--- config.mk ---
export PLATFORM = sky130hd
export DESIGN_NAME = instr_fetch_flat
export DESIGN_NICKNAME = d
export VERILOG_FILES = /design/src/rtl/instr_fetch_pkg.sv /design/src/rtl/instr_fetch_if.sv /design/src/rtl/instr_fetch_fifo.sv /design/src/rtl/instr_fetch.sv /design/src/flat_wrapper.sv
export SDC_FILE = /design/constraint.sdc
export NUM_CORES = 1
export LEC_CHECK = 0
export BUFFER_PORTS_ARGS = -buffer_cell sky130_fd_sc_hd__buf_2
export CAP_MARGIN = 20
export CORE_MARGIN = 3
export CORE_UTILIZATION = 57
export DETAILED_ROUTE_END_ITERATION = 10
export PLACE_DENSITY = 0.82
export SLEW_MARGIN = 30
export SYNTH_ARGS = -nofsm -noshare
export SYNTH_HDL_FRONTEND = slang
export SYNTH_SLANG_ARGS = --single-unit
--- constraint.sdc ---
create_clock -name clk -period 6.7 [get_ports clk]
set_clock_uncertainty 0.15 [all_clocks]
set_input_delay 2.01 -clock clk [delete_from_list [all_inputs] [get_ports clk]]
set_output_delay 2.01 -clock clk [all_outputs]
set_load 0.005 [all_outputs]
--- src/rtl/instr_fetch_pkg.sv ---
// Shared encodings and word-PC arithmetic helpers for the instruction fetch unit.
package instr_fetch_pkg;

  typedef logic [0:0] fetch_state_t;

  localparam fetch_state_t FETCH_IDLE = 1'b0;
  localparam fetch_state_t FETCH_RUN  = 1'b1;

  // Explicit compare so the word count does not have to be a power of two.
  function automatic int unsigned pc_inc(input int unsigned pc, input int unsigned num);
    return (pc >= num - 1) ? 0 : pc + 1;
  endfunction

  function automatic int unsigned pc_wrap(input int unsigned addr, input int unsigned num);
    return addr % num;
  endfunction

endpackage

--- src/rtl/instr_fetch_if.sv ---
// Memory read port plus decoder-side valid/ready port of the fetch unit.
interface instr_fetch_if #(
  parameter int ADDR_WIDTH  = 7,
  parameter int INSTR_WIDTH = 32
);

  logic                   rd_en;
  logic [ADDR_WIDTH-1:0]  instr_addr;
  logic [INSTR_WIDTH-1:0] mem_instr;
  logic                   instr_valid;
  logic                   instr_ready;
  logic [INSTR_WIDTH-1:0] instr_out;
  logic [ADDR_WIDTH-1:0]  instr_pc;

  modport master (
    output rd_en, instr_addr, instr_valid, instr_out, instr_pc,
    input  mem_instr, instr_ready
  );

  modport slave (
    input  rd_en, instr_addr, instr_valid, instr_out, instr_pc,
    output mem_instr, instr_ready
  );

endinterface

--- src/rtl/instr_fetch_fifo.sv ---
// Small fall-through FIFO holding {instr, pc} pairs; synchronous clear drops all entries.
module instr_fetch_fifo #(
  parameter int DEPTH = 2,
  parameter int WIDTH = 39
) (
  input  logic                   clk,
  input  logic                   rst,
  input  logic                   clr,
  input  logic                   push,
  input  logic [WIDTH-1:0]       push_data,
  input  logic                   pop,
  output logic                   head_valid,
  output logic [WIDTH-1:0]       head_data,
  output logic [$clog2(DEPTH):0] count
);

  localparam int PW = $clog2(DEPTH);

  logic [WIDTH-1:0] mem [DEPTH];
  logic [PW-1:0]    wr_ptr;
  logic [PW-1:0]    rd_ptr;
  logic             do_push;
  logic             do_pop;

  assign do_pop  = pop & (count != '0);
  assign do_push = push & ((count != (PW+1)'(DEPTH)) | do_pop);

  always_ff @(posedge clk) begin
    if (rst || clr) begin
      wr_ptr <= '0;
      rd_ptr <= '0;
      count  <= '0;
    end else begin
      if (do_push) wr_ptr <= wr_ptr + PW'(1);
      if (do_pop)  rd_ptr <= rd_ptr + PW'(1);
      case ({do_push, do_pop})
        2'b10:   count <= count + (PW+1)'(1);
        2'b01:   count <= count - (PW+1)'(1);
        default: count <= count;
      endcase
    end
  end

  always_ff @(posedge clk) begin
    if (do_push && !rst && !clr) mem[wr_ptr] <= push_data;
  end

  assign head_valid = (count != '0);
  assign head_data  = head_valid ? mem[rd_ptr] : '0;

  // The requester's credit check must never let a word arrive with nowhere to go.
  always_ff @(posedge clk) begin
    if (!rst && !clr) begin
      no_overflow: assert (!(push && !do_push));
    end
  end

endmodule

--- src/rtl/instr_fetch.sv ---
// Instruction fetch requester: word PC, credit-limited memory reads, response capture
// into a small FIFO and valid/ready hand-off to the decoder, with redirect/squash.
//
// state      | meaning
// FETCH_IDLE | not issuing reads; in-flight word still captured
// FETCH_RUN  | issuing one read per cycle while credit allows
module instr_fetch
  import instr_fetch_pkg::*;
#(
  parameter int ADDR_NUM    = 128,
  parameter int ADDR_WIDTH  = $clog2(ADDR_NUM),
  parameter int INSTR_WIDTH = 32,
  parameter int FIFO_DEPTH  = 2
) (
  input  logic                  clk,
  input  logic                  rst,
  input  logic                  fetch_en,
  input  logic                  redirect_valid,
  input  logic [ADDR_WIDTH-1:0] redirect_addr,
  output logic                  fetch_busy,
  instr_fetch_if.master         bus
);

  localparam int CW = $clog2(FIFO_DEPTH) + 1;

  fetch_state_t                       state;
  logic [ADDR_WIDTH-1:0]              pc;
  logic [ADDR_WIDTH-1:0]              resp_pc;
  logic                               resp_pending;
  logic [CW-1:0]                      count;
  logic                               pop;
  logic [CW:0]                        credit_used;
  logic                               head_valid;
  logic [INSTR_WIDTH+ADDR_WIDTH-1:0]  head_data;

  always_ff @(posedge clk) begin
    if (rst) begin
      state <= FETCH_IDLE;
    end else begin
      case (state)
        FETCH_IDLE: if (fetch_en)  state <= FETCH_RUN;
        FETCH_RUN:  if (!fetch_en) state <= FETCH_IDLE;
      endcase
    end
  end

  assign pop = bus.instr_valid & bus.instr_ready;

  // Buffered words plus the one in flight must fit once this cycle's pop is taken.
  assign credit_used = (CW+1)'(count) + (CW+1)'(resp_pending) - (CW+1)'(pop);

  assign bus.rd_en = ~rst & (state == FETCH_RUN) & fetch_en & ~redirect_valid
                   & (credit_used < (CW+1)'(FIFO_DEPTH));
  assign bus.instr_addr = pc;

  always_ff @(posedge clk) begin
    if (rst) begin
      pc <= '0;
    end else if (redirect_valid) begin
      pc <= ADDR_WIDTH'(pc_wrap(32'(redirect_addr), ADDR_NUM));
    end else if (bus.rd_en) begin
      pc <= ADDR_WIDTH'(pc_inc(32'(pc), ADDR_NUM));
    end
  end

  // A redirect squashes the word that would land next cycle.
  always_ff @(posedge clk) begin
    if (rst || redirect_valid) begin
      resp_pending <= 1'b0;
      resp_pc      <= '0;
    end else begin
      resp_pending <= bus.rd_en;
      resp_pc      <= bus.instr_addr;
    end
  end

  instr_fetch_fifo #(
    .DEPTH (FIFO_DEPTH),
    .WIDTH (INSTR_WIDTH + ADDR_WIDTH)
  ) u_fifo (
    .clk        (clk),
    .rst        (rst),
    .clr        (redirect_valid),
    .push       (resp_pending),
    .push_data  ({bus.mem_instr, resp_pc}),
    .pop        (pop & ~redirect_valid),
    .head_valid (head_valid),
    .head_data  (head_data),
    .count      (count)
  );

  assign bus.instr_valid = head_valid;
  assign bus.instr_out   = head_data[INSTR_WIDTH+ADDR_WIDTH-1:ADDR_WIDTH];
  assign bus.instr_pc    = head_data[ADDR_WIDTH-1:0];

  assign fetch_busy = (count != '0) | resp_pending;

endmodule
--- src/flat_wrapper.sv ---
// flat-port wrapper written by rule: the top's interface ports become plain ports
module instr_fetch_flat import instr_fetch_pkg::*;
#(
  parameter int ADDR_NUM    = 128,
  parameter int ADDR_WIDTH  = $clog2(ADDR_NUM),
  parameter int INSTR_WIDTH = 32,
  parameter int FIFO_DEPTH  = 2
)
  (clk, rst, fetch_en, redirect_valid, redirect_addr, fetch_busy, bus_rd_en, bus_instr_addr, bus_instr_valid, bus_instr_out, bus_instr_pc, bus_mem_instr, bus_instr_ready);
  instr_fetch_if #(.ADDR_WIDTH(ADDR_WIDTH), .INSTR_WIDTH(INSTR_WIDTH)) bus_i ();
  input  logic clk;
  input  logic rst;
  input  logic fetch_en;
  input  logic redirect_valid;
  input  logic [ADDR_WIDTH-1:0] redirect_addr;
  output logic fetch_busy;
  output wire logic [$bits(bus_i.rd_en)-1:0] bus_rd_en;
  output wire logic [$bits(bus_i.instr_addr)-1:0] bus_instr_addr;
  output wire logic [$bits(bus_i.instr_valid)-1:0] bus_instr_valid;
  output wire logic [$bits(bus_i.instr_out)-1:0] bus_instr_out;
  output wire logic [$bits(bus_i.instr_pc)-1:0] bus_instr_pc;
  input wire logic [$bits(bus_i.mem_instr)-1:0] bus_mem_instr;
  input wire logic [$bits(bus_i.instr_ready)-1:0] bus_instr_ready;
  assign bus_rd_en = bus_i.rd_en;
  assign bus_instr_addr = bus_i.instr_addr;
  assign bus_instr_valid = bus_i.instr_valid;
  assign bus_instr_out = bus_i.instr_out;
  assign bus_instr_pc = bus_i.instr_pc;
  assign bus_i.mem_instr = bus_mem_instr;
  assign bus_i.instr_ready = bus_instr_ready;
  instr_fetch #(.ADDR_NUM(ADDR_NUM), .ADDR_WIDTH(ADDR_WIDTH), .INSTR_WIDTH(INSTR_WIDTH), .FIFO_DEPTH(FIFO_DEPTH)) u_core (.clk(clk), .rst(rst), .fetch_en(fetch_en), .redirect_valid(redirect_valid), .redirect_addr(redirect_addr), .fetch_busy(fetch_busy), .bus(bus_i));
endmodule
---- Word level (Yosys, flattened, before mapping) ----
Memory sizes are Yosys's and may differ from the RTL's. A register that Yosys moved wholly into a read port is not among the register bits.
Cells that the tools add are included.
cells by class
  $add $sub $neg .......................... 7
  multiply operators ...................... 0
  divide/modulo/power cells ............... 0
  order comparisons ....................... 2
  equal/unequal tests ..................... 3
  shifts and indexed selects .............. 0
  mux-type cells .......................... 10
  bitwise gates (word level) .............. 12
  reduce and logical (&&, ||, !) cells .... 8
operator list
  operator               count
  $mux W39               1
  $mux W7                3
  $and A1 B1 Y1          8
  $add A7 B1 Y7 const B  1
  $ge A7 B7 Y1 const B   1
  $reduce_bool A2 Y1     3
  $mux W1                5
  $pmux W2 S2            1
  $add A2 B1 Y3          1
  $lt A3 B2 Y1 const B   1
  $sub A3 B1 Y3          1
  $add A1 B1 Y1 const B  2
  $add A2 B1 Y2 const B  1
  $eq A2 B1 Y1 const B   1
  $eq A2 B2 Y1 const B   1
  $logic_and A1 B1 Y1    2
  $logic_not A1 Y1       2
  $ne A2 B2 Y1 const B   1
  $not A1 Y1             2
  $or A1 B1 Y1           2
  $sub A2 B1 Y2 const B  1
  $logic_or A1 B1 Y1     1
storage, ports and cells
  register bits after elaboration ......... 20
  latch bits .............................. 0
  bits in writable memories ............... 78
  memory bits (read-only) ................. 0
  input bits .............................. 44
  output and inout bits ................... 49
  word-level logic and storage cells ...... 50
  memories ................................ 1
memory list
  name               words  width  read ports  clocked after Yosys merged registers in  wr ports  line                    RTL
  u_core.u_fifo.mem  2      39     1           1                                        1         instr_fetch_fifo.sv:19  logic [WIDTH-1:0] mem [DEPTH];

---- Longest topological paths before layout ----
  depth in word-level cells ............... 10
  mapped depth ............................ 12
  gate-level depth less buffers ........... 11

---- Modules after synthesis ----
A second synthesis with hierarchy kept.
second synthesis, totals
  cells, all modules ...................... 283
  area, all modules ....................... 3996.3 um2
by module, submodules not included
  module            times used  cells each  area an instance (um2)
  instr_fetch_fifo  1           192         3164.3
  instr_fetch       1           91          832.0

---- Worst setup path before layout ----
Ideal clock, no wire load.
  kind .................................... input to output
  start point ............................. in bus_instr_ready
  end point ............................... out bus_rd_en
  data arrival time ....................... 3479 ps
  required time ........................... 4540 ps
  setup slack ............................. 1061 ps
  stages on the path ...................... 7
  path buffers ............................ 0
  path through ............................ and2_1 > ha_1 > nand2b_1 > fa_1 > and3_1 > nand3_4 > clkinv_1
between the ends
  cells in the longest elaborated chain, start to end .. 4
RTL lines
  element          line                RTL
  start, declared  flat_wrapper.sv:23  input wire logic [$bits(bus_i.instr_ready)-1:0] bus_instr_ready;
  $and A1 B1 Y1    instr_fetch.sv:47   assign pop = bus.instr_valid & bus.instr_ready;
  $sub A3 B1 Y3    instr_fetch.sv:50   assign credit_used = (CW+1)'(count) + (CW+1)'(resp_pending) - (CW+1)'(pop);
  $lt A3 B2 Y1     instr_fetch.sv:53   & (credit_used < (CW+1)'(FIFO_DEPTH));
  $and A1 B1 Y1    instr_fetch.sv:53
  end, declared    flat_wrapper.sv:17  output wire logic [$bits(bus_i.rd_en)-1:0] bus_rd_en;
Every way passes these cells.

---- Worst setup path in the final report ----
Ends and elaborated chain as after synthesis.

==> metrics <==
status complete, no violations; # port buffers 92; Remaining DRCs 0; GR Overflow Total 0; CTS tree yes; CP Depth 9; Mapped Cells between 200 and 300; Register Area 0.00276 mm^2; Initial Util 0.605; drt pass-1 iters 4; Final Setup Violations 0; Root Buffer clkbuf_8; total CTS buffers 9; Via-to-Cell Ratio 5.45; Syn Nets 325; total track usage 0.182; Clock Tree Buf Depth 2; CP endpoint bus_rd_en; Critical Path RT 4.54 ns; PostCTS Resize Cnt 0; relative slew slack 0.377; Iter 0 DRT Violations 115; Worst setup startpoint bus_instr_ready; die area 0.00792 mm^2; Pleak 1.78 nW; Synth cell types 38; PD cells roughly 240 mW/mm^2; Setup Buffers After CTS 0; EDFF count, synth roughly 80; Core Footprint 0.00649 mm^2; Final period util 0.910; RePlAce Congestion approximately 0.84; Crit Reg-Reg Startpoint u_core.u_fifo.count[1]$_SDFFE_PP0P_; Buf+Inv Stages, Crit Path 3; cell mode on critical path buf_2; register area share after synthesis 0.703; Max Cap Viol 0; Max IR drop VDD 0.000117 V; WS Path Type primary input to output port; IO Count 93; commonest cells after routing, fill and taps aside 92 x buf_2, 78 x edfxtp_1, 47 x nor2_1; global-route wire length before repair ~11000 um; Post-CTS Hold Buffers 0; max-slew violations 0; vias post-DR roughly 2500; H-tree Lvls 3; vias in the first global route roughly 2300; nets 419; Ys Warns 0; CP Cell Sequence buf_2, and2_1, ha_1, nand2b_1, fa_1, and3_1, nand3_4, clkinv_1, buf_2; area of the multi-input gates about 0.0011 mm^2; Post-DP HPWL 4730 um; Die W approximately 90 um; Synth async-reset ratio 0; CP arrival ~3.9 ns; CP Capture Type output port; Worst setup SP type primary input; initial antenna violation count 0; critical path peak fanout 9; CP max stage cell fa_1; worst min path class register to register; CP top delay family adder cells; Avg Cell Area, Syn around 14 um^2; FF+latch count, synth between 90 and 100; Clk Latency, worst-skew pair 0.35 ns; ANT nets after route 0; most common cell after layout, fill and taps aside buf_2; Hold Worst Slack 0.282 ns; Sink Count 99; Diodes inserted 0; post-synthesis instance area 0.00393 mm^2; final hold violation count 0; Worst R2R Path Depth 11; final wirelength 6980 um; Setup TNS 0 ns; largest net degree at the start of global routing 42; Worst R2R End u_core.bus.instr_addr[3]$_SDFFE_PP0P_; slack of the worst reg-to-reg path between 3 and 4 ns; clock transition at the registers of the reported paths 0.10 ns; minimum clock period 6.10 ns; fill count 453; Largest stage delay, worst path 0.44 ns; Die Ht 89.0 um; Fmax 164 MHz; share of layout cells above drive strength 1 0.318; Slew @ Worst Pin 0.934 ns; row count 29; final core occ 0.725; RSZ-0062 raised after global routing false; Top FF cell, synth edfxtp_1; drt wl/cell 15.4 um; Area Overhead vs Synth 19.9%
-- sequential cells by signal (all words and copies together), names as in the netlist, named ones only --
signal and cells:
u_core.u_fifo.mem 78, u_core.bus.instr_addr 7, u_core.resp_pc 7, u_core.u_fifo.count 2, u_core.resp_pending 1, u_core.state 1, u_core.u_fifo.rd_ptr 1, u_core.u_fifo.wr_ptr 1
-- where the power goes --
group          total [W]  internal [W]  switching [W]  leakage (nW)
clock network   0.000425      0.000217       0.000208         0.113
registers       0.000670      0.000665     0.00000517         0.889
logic          0.0000379     0.0000185      0.0000193         0.782
-- through the flow --
| step | cell area [um^2] | power [W] | setup WS [ns] | cells |
|---|---|---|---|---|
| after floorplan | 3930 | 0.000698 | 1.06 | 278 |
| after global placement | 4450 | 0.000720 | 0.688 | 436 |
| after detailed placement | 4480 | 0.000722 | 0.619 | 438 |
| after CTS | 4710 | 0.00114 | 0.603 | 454 |
| after global routing | 4710 | 0.00117 | 0.473 | 454 |
| final | 4710 | 0.00113 | 0.600 | 454 |
-- kinds of logic (layout without fill, tap and decap cells) --
logic type / after synthesis / count (layout) / synth area share
AOI/OAI and AO/OA: 22 / 22 / 0.0360
DFF: 99 / 99 / 0.703
xor gates and xnor gates: 4 / 4 / 0.0137
buffers and inverters: 20 / 119 / 0.0233
muxes: 42 / 42 / 0.107
and+or+nand+nor: 88 / 88 / 0.105
adders and majority gates: 3 / 3 / 0.0115
-- cell type report --
type                       instances  area share
sequential                        99       0.587
multi-input combinational        159       0.231
timing repair buffer              96       0.107
clock buffer                       9      0.0263
clock inverter                     7      0.0223
tap                               77      0.0205
inverter                           7     0.00558
-- synthesized netlist by cell type (2+ instances only) --
master,number,area [um^2]
clkbuf_1,7,26.3
mux2i_1,41,410
buf_2,4,20.0
o21ai_0,4,20.0
a22oi_1,4,30.0
nor2_1,49,184
nand2b_1,2,12.5
nand2_1,9,33.8
a31oi_1,2,12.5
and2_1,7,43.8
a21oi_1,6,30.0
ha_1,2,25.0
xnor2_1,2,17.5
nor2b_1,4,25.0
edfxtp_1,78,2340
and3_1,2,12.5
nor3_1,3,15.0
a32oi_1,2,17.5
nand3_1,6,30.0
dfxtp_1,21,420
inv_1,6,22.5
-- layer usage --
layer	global-route usage	wire length, um
met4	0.0825	129
met2	0.316	3550
met5	0	0
met3	0.0396	425
met1	0.217	2880
-- worst min path at each step --
stage / endpoint / cells after the start / slack, ns / from
final: u_core.u_fifo.mem[0][1]$_DFFE_PP_ / 0 / 0.28 / u_core.resp_pc[1]$_SDFF_PP0_
after global routing: u_core.u_fifo.mem[1][1]$_DFFE_PP_ / 0 / 0.29 / u_core.resp_pc[1]$_SDFF_PP0_
after CTS: u_core.u_fifo.mem[1][1]$_DFFE_PP_ / 0 / 0.28 / u_core.resp_pc[1]$_SDFF_PP0_
after detailed placement: u_core.u_fifo.mem[1][6]$_DFFE_PP_ / 0 / 0.26 / u_core.resp_pc[6]$_SDFF_PP0_
after global placement: u_core.u_fifo.mem[0][6]$_DFFE_PP_ / 0 / 0.25 / u_core.resp_pc[6]$_SDFF_PP0_
after floorplan: u_core.u_fifo.mem[0][0]$_DFFE_PP_ / 0 / 0.25 / u_core.resp_pc[0]$_SDFF_PP0_
Power figures use the tool's default switching activity.
